[config.mk]
export PLATFORM = sky130hd
export DESIGN_NAME = bitmap_fetch_ctrl
export DESIGN_NICKNAME = d
export VERILOG_FILES = /design/src/rtl/bitmap_pkg.sv /design/src/rtl/bitmap_fetch_ctrl_sig_delay.sv /design/src/rtl/bitmap_fetch_ctrl.sv
export SDC_FILE = /design/constraint.sdc
export NUM_CORES = 1
export LEC_CHECK = 0
export CAP_MARGIN = 10
export CORE_UTILIZATION = 53
export CTS_CLUSTER_DIAMETER = 200
export DETAILED_ROUTE_END_ITERATION = 16
export DONT_BUFFER_PORTS = 1
export GPL_TIMING_DRIVEN = 1
export PLACE_DENSITY = 0.68
export SYNTH_ARGS = -nofsm -noshare
export SYNTH_HDL_FRONTEND = slang
export SYNTH_SLANG_ARGS = --single-unit
[constraint.sdc]
create_clock -name clk -period 3 [get_ports clk]
set_clock_uncertainty 0.05 [all_clocks]
set_input_delay 0 -clock clk [delete_from_list [all_inputs] [get_ports clk]]
set_output_delay 0 -clock clk [all_outputs]
set_load 0.005 [all_outputs]
[src/rtl/bitmap_pkg.sv]
// Shared constants and state types for the tile bitmap fetch path.
// Imported by every file of the bitmap_fetch_ctrl slice.
package bitmap_pkg;

  localparam int COLS      = 40;
  localparam int TILE_LOG2 = 4;
  localparam int CHAR_BITS = 4;
  localparam int H_VISIBLE = 640;
  localparam int V_VISIBLE = 480;

  typedef enum logic [1:0] {
    IDLE,
    WAIT,
    ACK
  } cpu_state_t;

endpackage

[src/rtl/bitmap_fetch_ctrl_sig_delay.sv]
// Parameterised W-bit, D-deep register chain used to keep the
// active/hsync/vsync flags aligned with the memory pipeline.
module sig_delay #(
  parameter int W = 1,
  parameter int D = 1
) (
  input  logic         clk,
  input  logic         rst_n,
  input  logic [W-1:0] d_i,
  output logic [W-1:0] q_o
);
  import bitmap_pkg::*;

  logic [W-1:0] pipe_q [D];

  always_ff @(posedge clk or negedge rst_n) begin
    if (!rst_n) begin
      for (int i = 0; i < D; i++) begin
        pipe_q[i] <= '0;
      end
    end else begin
      pipe_q[0] <= d_i;
      for (int i = 1; i < D; i++) begin
        pipe_q[i] <= pipe_q[i-1];
      end
    end
  end

  assign q_o = pipe_q[D-1];

endmodule

[src/rtl/bitmap_fetch_ctrl.sv]
// Tile bitmap fetch pipeline with display-priority CPU read port.
// Define BITMAP_CPU_STEAL_EN to let the CPU steal one display cycle.
module bitmap_fetch_ctrl #(
  parameter int Abits     = 12,
  parameter int Dbits     = 12,
  parameter int SAbits    = 11,
  parameter int CHAR_BITS = bitmap_pkg::CHAR_BITS,
  parameter int COLS      = bitmap_pkg::COLS,
  parameter int TILE_LOG2 = bitmap_pkg::TILE_LOG2
) (
  input  logic                 clk,
  input  logic                 rst_n,
  input  logic [9:0]           x,
  input  logic [9:0]           y,
  input  logic                 active_in,
  input  logic                 hsync_in,
  input  logic                 vsync_in,
  output logic [SAbits-1:0]    screen_addr,
  input  logic [CHAR_BITS-1:0] char_code,
  output logic [Abits-1:0]     bitmap_addr,
  input  logic [Dbits-1:0]     color_value,
  input  logic                 cpu_req,
  input  logic [Abits-1:0]     cpu_addr,
  output logic                 cpu_ack,
  output logic [Dbits-1:0]     cpu_rdata,
  output logic [Dbits-1:0]     rgb,
  output logic                 hsync,
  output logic                 vsync
);
  import bitmap_pkg::*;

  logic                 act1;
  logic                 hs1;
  logic                 vs1;
  logic [SAbits-1:0]    screen_addr_q;
  logic [SAbits-1:0]    screen_addr_d;
  logic [TILE_LOG2-1:0] xl_q;
  logic [TILE_LOG2-1:0] yl_q;
  logic [Dbits-1:0]     rgb_q;
  logic [Dbits-1:0]     rgb_d;
  logic [Dbits-1:0]     cpu_rdata_q;
  logic [Abits-1:0]     cpu_addr_q;
  logic [Abits-1:0]     disp_addr;
  cpu_state_t           state_q;
  cpu_state_t           state_d;
  logic                 accept;
  logic                 capture;
`ifdef BITMAP_CPU_STEAL_EN
  logic                 steal_q;
  logic                 steal_d;
`endif

  sig_delay #(
    .W (3),
    .D (1)
  ) u_stage1 (
    .clk   (clk),
    .rst_n (rst_n),
    .d_i   ({active_in, hsync_in, vsync_in}),
    .q_o   ({act1, hs1, vs1})
  );

  sig_delay #(
    .W (2),
    .D (1)
  ) u_stage2 (
    .clk   (clk),
    .rst_n (rst_n),
    .d_i   ({hs1, vs1}),
    .q_o   ({hsync, vsync})
  );

  // Arithmetic done at SAbits width: wraps exactly like truncation.
  assign screen_addr_d = SAbits'(y >> TILE_LOG2) * SAbits'(COLS)
                       + SAbits'(x >> TILE_LOG2);

  assign disp_addr = {char_code, yl_q, xl_q};

  always_comb begin
    bitmap_addr = disp_addr;
    if (!act1 && state_q == WAIT) begin
      bitmap_addr = cpu_addr_q;
    end
`ifdef BITMAP_CPU_STEAL_EN
    if (steal_q) begin
      bitmap_addr = cpu_addr_q;
    end
`endif
  end

  always_comb begin
    state_d = state_q;
    accept  = 1'b0;
    capture = 1'b0;
    unique case (state_q)
      IDLE: begin
        if (cpu_req) begin
          accept  = 1'b1;
          state_d = WAIT;
        end
      end
      WAIT: begin
`ifdef BITMAP_CPU_STEAL_EN
        if (steal_q) begin
`else
        if (!act1) begin
`endif
          capture = 1'b1;
          state_d = ACK;
        end
      end
      ACK: begin
        state_d = IDLE;
      end
      default: begin
        state_d = IDLE;
      end
    endcase
  end

`ifdef BITMAP_CPU_STEAL_EN
  // First WAIT cycle arms the steal; the following cycle owns the port.
  assign steal_d = (state_q == WAIT) && !steal_q;
`endif

  always_comb begin
    rgb_d = act1 ? color_value : '0;
`ifdef BITMAP_CPU_STEAL_EN
    if (steal_q) begin
      rgb_d = rgb_q;
    end
`endif
  end

  always_ff @(posedge clk or negedge rst_n) begin
    if (!rst_n) begin
      screen_addr_q <= '0;
      xl_q          <= '0;
      yl_q          <= '0;
      rgb_q         <= '0;
      cpu_addr_q    <= '0;
      cpu_rdata_q   <= '0;
      state_q       <= IDLE;
`ifdef BITMAP_CPU_STEAL_EN
      steal_q       <= 1'b0;
`endif
    end else begin
      screen_addr_q <= screen_addr_d;
      xl_q          <= x[TILE_LOG2-1:0];
      yl_q          <= y[TILE_LOG2-1:0];
      rgb_q         <= rgb_d;
      state_q       <= state_d;
      if (accept) begin
        cpu_addr_q <= cpu_addr;
      end
      if (capture) begin
        cpu_rdata_q <= color_value;
      end
`ifdef BITMAP_CPU_STEAL_EN
      steal_q       <= steal_d;
`endif
    end
  end

  assign screen_addr = screen_addr_q;
  assign rgb         = rgb_q;
  assign cpu_ack     = (state_q == ACK);
  assign cpu_rdata   = cpu_rdata_q;

endmodule

==> run summary <==
Leaving out filler cells and counting taps, the final layout contains 268. The core region is 0.004414 mm². Setup total negative slack on the finished layout was measured at 0 ps. The post-synthesis register bit count works out to 62.

The delay of the slowest critical-path stage is 530 ps, and the area overhead of the layout relative to synthesis is 28.47%. In this run the tightest slew margin relative to its limit is 32.45%. The share of the Yosys chip area taken by registers is 63.27%. The worst hold path cell count was 3. Synthesis produced a netlist with a net count of 225. For this block, the via count after detailed routing is 1460. The average wire length per cell after detail routing came out at 17.13 µm. Traced cell by cell, the critical path runs through nor3b_4, buf_4, mux2_2. The remaining antenna violation count after routing was 0; the count of routing violations after the opening detailed-route iteration was 37. Setup repair after global routing left no endpoint under its margin.

The horizontal die dimension is 70.02 µm. The number of setup buffers added after CTS came out at 0. The number of antenna violations at the first check in global routing was 0.

dfrtp_1 takes more of the synthesized area than any other cell. At the worst endpoint, the required time is 2950 ps. The tools report the number of H-tree levels as 3. By startpoint and endpoint, the worst setup path is classified as reg -> out. The via count of the first global-routing pass is 1549. The run finished with clean final reports. At the placement stage, the worst setup path has a slack of 1075 ps. The worst hold path belongs to the class in -> reg.

The run gives 20.63% as the all-layer global routing usage. Of all nets on the critical path, the largest fanout is 20. STA puts the critical path data arrival time at 1990 ps. For this design, the slowest cell found on the critical path is dfrtp_1.

The logs give 0.7570 for the final RePlAce weighted congestion and 0 for the number of warnings printed during yosys synthesis. The areal power density over the cells was 693.7 mW/mm²; the highest attainable clock frequency was 489.6 MHz. The average instance in the mapped netlist occupies 15.52 µm².

Global routing finished with a remaining overflow of 0. Gates resized during post-CTS repair numbered 0. For the total clock buffers created by CTS, the log shows 9. The logs give 0 for the count of final hold-check violations and 158 for the number of standard cells after synthesis. The number of maximum-capacitance violations is 0. Share of layout cells above drive strength 1: 24.54%. Summing all multi-input logic gate instances after layout gives 863.3 µm². Wires add up to 4592 µm. Setup slack closes at 957.4 ps. Measured in cells, the most critical reg-to-reg path has a length of 3. The starting density of the core was 55.56%; the final-layout worst hold slack was 63.68 ps. Clock-pin slew was measured on the worst setup and hold paths at 60 ps. The tools report the maximum buffer depth of the clock tree as 2. TritonCTS built the clock tree. For this run, the detailed router's first-pass iteration total came to 4. Setup slack on the worst reg-to-reg path comes out at 1080 ps. In this run the cell area of the synthesized design comes to 0.002452 mm².

0 antenna diodes ended up in the layout. The endpoint identified for the worst register-to-register timing path is cpu_addr_q[4]. After synthesis, the cell types taking the most area are dfrtp_1, mux2_2, ha_1.

The count of input and output buffers came out at 0. The terminating pin of the worst hold path is screen_addr[6]. The start point of the worst hold path was y[7]. The post-placement cell count was 207; the die extent in y was 70.02 µm. In the final layout, flip-flops and latches occupy 0.001551 mm². 104 I/O pins were placed. Peak ir drop on the vdd network: 342.0 µV. The synthesized netlist contains 21 unique library cells.

For the total number of clock tree sinks, the log shows 62. Clock period minus worst slack: 2043 ps. The die footprint was 0.004903 mm². The leakage power summed over all cells came out at 1.402 nW. The pin count of the biggest net entering global routing came out at 63. Using the TritonRoute via totals, the vias-per-cell ratio works out to 5.448. Of the post-synthesis cell area, the dominant cell type holds 63.27%. The slew at the pin closest to its max-slew limit works out to 1010 ps. The run gives 0 as the number of endpoints failing setup at the final stage.

The first global-routing pass estimated 7417 µm of wire. The tools report the fill cell total of the finished layout as 299. For this run, the post-layout net count is 281. The logs give 0 for the count of unresolved DRC violations after routing and 0 for the total count of max-transition violations in the final report. The number of standard-cell rows in the floorplan came out at 24.

Dividing the final minimum period by the clock period gives 68.09%. The root buffer cell chosen for the clock tree is clkbuf_8. The insertion delay of the later-clocked pin in the worst-skew pair is 320 ps.

The worst register-to-register path begins at state_q[0]. STA classifies the critical path endpoint as an output port. The tools report the detailed-placement wirelength estimate as 2865 µm.

Startpoint type of the worst setup path: a flip-flop.
cells in the mapped netlist:
cell / instances
dfrtp_1: 62
nand2_1: 2
and2_1: 12
buf_6: 2
nand2b_1: 1
a21o_1: 2
clkbuf_1: 1
and3_1: 1
xor2_1: 5
fa_1: 2
buf_4: 1
inv_1: 1
ha_1: 11
xnor2_1: 3
nand3_1: 3
nor3b_4: 1
mux2_2: 36
nor2b_1: 2
a21oi_1: 6
nor2_1: 3
nor4_2: 1
per-stage QoR:
stage,util (%),power [mW],area [µm²]
floorplan,-,1.440,2452
global placement,56.43,1.492,2491
detailed placement,56.43,1.524,2491
CTS,71.37,2.209,3151
global route,71.37,2.312,3151
finish,71.37,2.185,3151
logic make-up after synthesis:
kind of cell	after synthesis	share of synthesized area, %
flops	62	63.27
mux	36	16.53
simple gates	26	6.735
fa+ha+maj	13	7.245
compound gates	8	1.837
xor+xnor	8	2.857
buf+inv	5	1.530
critical path: cells and delay by family (launching register included):
kind	cells	cell delay, ps
muxes	1	390
and+or+nand+nor	1	390
DFF	1	530
buffers and inverters	1	350
layout make-up:
cell class | instances | share of cell area (%)
flip-flops and latches | 62 | 49.25
multi-input cells | 91 | 27.40
repair buffers | 49 | 16.04
clock buffers | 11 | 4.805
well taps | 52 | 2.065
clock inverters | 2 | 0.3177
inverters | 1 | 0.1191
placed cells by master (no fill, tap or decap), types with 3 or more instances in the layout:
master	count
xor2_1	5
dlygate4sd3_1	47
dfrtp_1	62
and2_1	12
clkbuf_8	11
mux2_2	36
a21oi_1	6
nor2_1	3
nand3_1	3
ha_1	11
xnor2_1	3
registers in the layout, summed over array words and instances, names as in the netlist:
signal / count
cpu_addr_q: 12
u_stage2.q_o: 2
screen_addr: 11
yl_q: 4
xl_q: 4
state_q: 2
u_stage1.q_o: 3
cpu_rdata: 12
rgb: 12
per-layer routing:
| metal | vias to the layer above | track usage, % | part of all wire [%] |
|---|---|---|---|
| met2 | 72 | 36.22 | 54 |
| met4 | 0 | 12.00 | 2.5 |
| met3 | 14 | 7.504 | 7.5 |
| li1 | 649 | - | - |
| met5 | - | 0 | 0 |
| met1 | 725 | 20.87 | 36 |
how the worst max path moves through the flow:
stage	endpoint	start
5_1_grt	bitmap_addr[5]	u_stage1.q_o[2]
6_report	bitmap_addr[8]	u_stage1.q_o[2]
2_1_floorplan	screen_addr[10]	y[5]
3_5_place_dp	cpu_addr_q[11]	state_q[0]
4_1_cts	bitmap_addr[9]	u_stage1.q_o[2]
3_3_place_gp	cpu_addr_q[6]	state_q[0]
report_power, final:
group / leakage (nW) / internal (mW) / switching, mW
combinational: 0.575 / 0.254 / 0.160
sequential: 0.740 / 1.03 / 0.134
clock: 0.0869 / 0.328 / 0.275
total: 1.40 / 1.62 / 0.569
timing repair:
action,in CTS,in global routing
hold buffers,48,0
setup endpoints to repair,0,0
endpoints found under the hold margin,117,0
Power figures use the tool's default switching activity.
